$ cat config.mk
export PLATFORM = sky130hd
export DESIGN_NAME = skew_line
export DESIGN_NICKNAME = d
export VERILOG_FILES = /design/src/rtl/skew_line.sv
export SDC_FILE = /design/constraint.sdc
export NUM_CORES = 1
export LEC_CHECK = 0
export CAP_MARGIN = 15
export CORE_MARGIN = 5
export CORE_UTILIZATION = 53
export DETAILED_ROUTE_END_ITERATION = 6
export MAX_ROUTING_LAYER = met4
export PLACE_DENSITY_LB_ADDON = 0.15
export SETUP_SLACK_MARGIN = 0.4
export SLEW_MARGIN = 20
export SYNTH_ARGS = -nofsm -noshare
export SYNTH_HDL_FRONTEND = slang
export SYNTH_SLANG_ARGS = --single-unit
$ cat constraint.sdc
create_clock -name clk -period 1.7 [get_ports clk]
set_input_delay 0.34 -clock clk [delete_from_list [all_inputs] [get_ports clk]]
set_output_delay 0.34 -clock clk [all_outputs]
set_load 0.01 [all_outputs]
$ cat src/rtl/skew_line.sv
// Per-lane delay register bank: lane k is a chain of D(k) data+valid stages,
// giving diagonal input skew (DESKEW=0) or its mirror for output realignment.
module skew_line #(
    parameter int WIDTH    = 8,
    parameter int CHANNELS = 4,
    parameter int DESKEW   = 0
) (
    input  logic                        clk,
    input  logic                        rst,
    input  logic                        clear,
    input  logic                        en,
    input  logic [CHANNELS-1:0]         in_valid,
    input  logic [CHANNELS*WIDTH-1:0]   in_data,
    output logic [CHANNELS-1:0]         out_valid,
    output logic [CHANNELS*WIDTH-1:0]   out_data,
    output logic                        busy
);

    logic [CHANNELS-1:0] lane_busy;

    for (genvar gi = 0; gi < CHANNELS; gi++) begin : g_lane
        localparam int DEPTH = (DESKEW != 0) ? (CHANNELS - gi) : (gi + 1);

        logic [WIDTH-1:0] data_q  [DEPTH];
        logic [WIDTH-1:0] data_d  [DEPTH];
        logic [DEPTH-1:0] valid_q;
        logic [DEPTH-1:0] valid_d;

        // Bubbles enter as zero data so downstream MACs accumulate nothing.
        always_comb begin
            valid_d    = valid_q;
            data_d     = data_q;
            valid_d[0] = in_valid[gi];
            data_d[0]  = in_valid[gi] ? in_data[gi*WIDTH +: WIDTH] : '0;
            for (int i = 1; i < DEPTH; i++) begin
                valid_d[i] = valid_q[i-1];
                data_d[i]  = data_q[i-1];
            end
        end

        always_ff @(posedge clk) begin
            if (rst || clear) begin
                valid_q <= '0;
                for (int i = 0; i < DEPTH; i++) begin
                    data_q[i] <= '0;
                end
            end else if (en) begin
                valid_q <= valid_d;
                for (int i = 0; i < DEPTH; i++) begin
                    data_q[i] <= data_d[i];
                end
            end
        end

        assign out_data[gi*WIDTH +: WIDTH] = data_q[DEPTH-1];
        assign out_valid[gi]               = valid_q[DEPTH-1];
        assign lane_busy[gi]               = |valid_q;
    end

    assign busy = |lane_busy;

endmodule

==> metrics.cfg <==
[setup_path]
cp_max_fo=3
critical_path_class=flop to output port
end_kind=output port
r2r-start=g_lane[0].valid_q$_SDFFE_PP0P_
reg2reg_slack_ps=950
required_ps=1360
arrival_ps=1200
rr_worst_depth=3
start_kind=flop
rr_endpoint=g_lane[0].valid_q$_SDFFE_PP0P_

[grt]
grt_pass1_vias=2529
grt_max_degree=33
grt_use_met1_pct=19.5
grt_util_met3_pct=4.02
grt_pass1_wl_um=11200
antenna_found_initial=0
grt_overflow_total=0
grt_util_met2_pct=26.7
grt_usage_pct=16.5
busiest_layer=met2

[placement]
hpwl_um=4600
pre_cts_ws_ps=129
port_buffers=76
place.gp.congestion=0.741

[detailed_routing]
initialDrtViolationCount=65
wl_per_cell_um=13.3
wl_um=6550
drc_errors=0
dr_total_vias=2465
first_pass_iters=4
viasPerCell=5.02
antenna_left=0

[die]
io_pins=77
num_rows=30
core_area_um2=6760
dieArea_um2=8660
fp.dieW_um=93.1
die_h_um=93.1
start_util_pct=54.1

[layout]
final_nets=448
synthToLayoutAreaGrowth_pct=21.4
layout-drive-gt1-share_pct=28.5
n_antenna_cell=0
fin_util_pct=65.7

[timing]
fin_crit_ps=1540
tns_ps=0
hold_violations=0
rsz0062_at_grt=yes
finalCritPeriodShare_pct=90.4
timing.final.ws_setup_ps=163
fmax_mhz=651
drv_slew=0
relSlewSlack_pct=73.7
setup_viol=0
hold-worst-slack_ps=433
tightest_slew_ps=393
fin_skew_ps=6.19

[synthesis]
ys_seq_area_share_pct=49.3
ys_ff_latch=90
ys_types=14
synth_cells=339
syn_area_um2=3660
ys_warn_count=0
avgSynthCellArea_um2=10.8
synth_nets=379

[clock_tree]
clk_pin_slew_ps=80
cts.sink_count=90
cts_hold_buffers=0
root_buffer=clkbuf_8
cts_buffers=9
clockBufferDepth=2
clkLatencyLatePin_ps=340
cts_tree=done
h-tree-depth=3

[job]
maxCapViolations=0

[pwr]
p_leak_nw=1.73
power_density_nw_per_um2=838
ir_worst_vdd_mv=0.520
total_power_mw=3.72

[hold_path]
min_to=g_lane[1].data_d[2]$_SDFFE_PP0P_
worstHoldStart=en
min_path_type=primary input to flop
min_path_cells=3

[status]
status=finished, final reports clean

[layout make-up]
class / count / area (µm²)
flip-flops and latches: 90 / 1810
well taps: 80 / 100
clock buffers: 11 / 141
repair buffers: 90 / 796
clock inverters: 3 / 17.5
multi-input cells: 217 / 1580
fillers: 576 / 2320
[report_power, final]
part           total [mW]  switching (mW)  internal (mW)
sequential           2.14          0.0127           2.13
clock                1.21           0.662          0.551
combinational       0.366           0.171          0.195
total                3.72           0.846           2.87
[through the flow]
step	area, µm²	instances
final	4440	491
after global routing	4440	491
after CTS	4540	490
after detailed placement	4390	476
after global placement	4390	476
after floorplan	3660	339
[kinds of logic (layout without fill, tap and decap cells)]
logic type	after synthesis	in the layout	share of synthesized area [%]
and+or+nand+nor	127	127	19.3
buffers and inverters	32	104	7.87
AOI/OAI and AO/OA	32	32	7.67
muxes	58	58	15.9
DFF	90	90	49.3
[Yosys cell counts]
cell      number  area (µm²)
a21oi_2       32         280
buf_12         6         120
buf_2         11        55.1
buf_4          9        67.6
buf_6          3        33.8
clkbuf_1       3        11.3
dfxtp_1       90        1800
mux2i_1       58         581
nand2b_1      32         200
nand3_1       13        65.1
nand3_2       20         200
nor2_1        59         221
nor4_1         2        12.5
or2_1          1        6.26
[sequential cells by signal, indices dropped and copies added (netlist names)]
register and flops:
g_lane.data_d 48, g_lane.data_q 8, g_lane.valid_q 10, out_data 24
[worst max path at each step]
stage	startpoint	to	slack (ps)	cells past startpoint
final	g_lane[3].valid_q[3]$_SDFFE_PP0P_	busy	160	3
after global routing	g_lane[1].valid_q[0]$_SDFFE_PP0P_	busy	80	3
after CTS	g_lane[1].valid_q[1]$_SDFFE_PP0P_	busy	140	3
after detailed placement	g_lane[1].valid_q[1]$_SDFFE_PP0P_	busy	130	3
after global placement	g_lane[1].valid_q[1]$_SDFFE_PP0P_	busy	120	3
after floorplan	en	g_lane[2].valid_q[0]$_SDFFE_PP0P_	640	5
[timing repair]
item                                    CTS  global route
endpoints found under the setup margin   37            34
pin swaps                                 0             2
setup buffers                             0             1
cloned                                    0             0
gates resized for setup                  72            45
[worst max-delay path, cell delays in order, from the launching register on]
cell	delay (ps)
dfxtp_2	330
nor4_1	260
nand3_1	130
buf_6	140
[layer usage]
metal	vias to the layer above	part of all wire (%)
li1	1264	-
met1	1139	45
met2	55	48
met5	-	0
met3	7	6.0
met4	0	0.96
[cell usage in the layout, fill, tap and decap left out]
| cell | netlist | layout |
|---|---|---|
| dfxtp_1 | 90 | 86 |
| nor2_1 | 59 | 59 |
| mux2i_1 | 58 | 58 |
| clkdlybuf4s50_1 | 0 | 38 |
| nand2b_1 | 32 | 32 |
| a21oi_2 | 32 | 32 |
| clkbuf_2 | 0 | 25 |
| nand3_2 | 20 | 20 |
| nand3_1 | 13 | 13 |
| clkbuf_8 | 0 | 10 |
| buf_4 | 9 | 10 |
| clkdlybuf4s15_1 | 0 | 6 |
| buf_12 | 6 | 5 |
| dfxtp_2 | 0 | 4 |
| clkinv_2 | 0 | 2 |
| buf_6 | 3 | 2 |
| clkdlybuf4s15_2 | 0 | 2 |
| buf_2 | 11 | 2 |
| nor4_2 | 0 | 1 |
| nor4_1 | 2 | 1 |
| or2_4 | 0 | 1 |
| clkinvlp_4 | 0 | 1 |
| clkbuf_1 | 3 | 1 |
No activity file was read; power rests on OpenSTA's default activity.
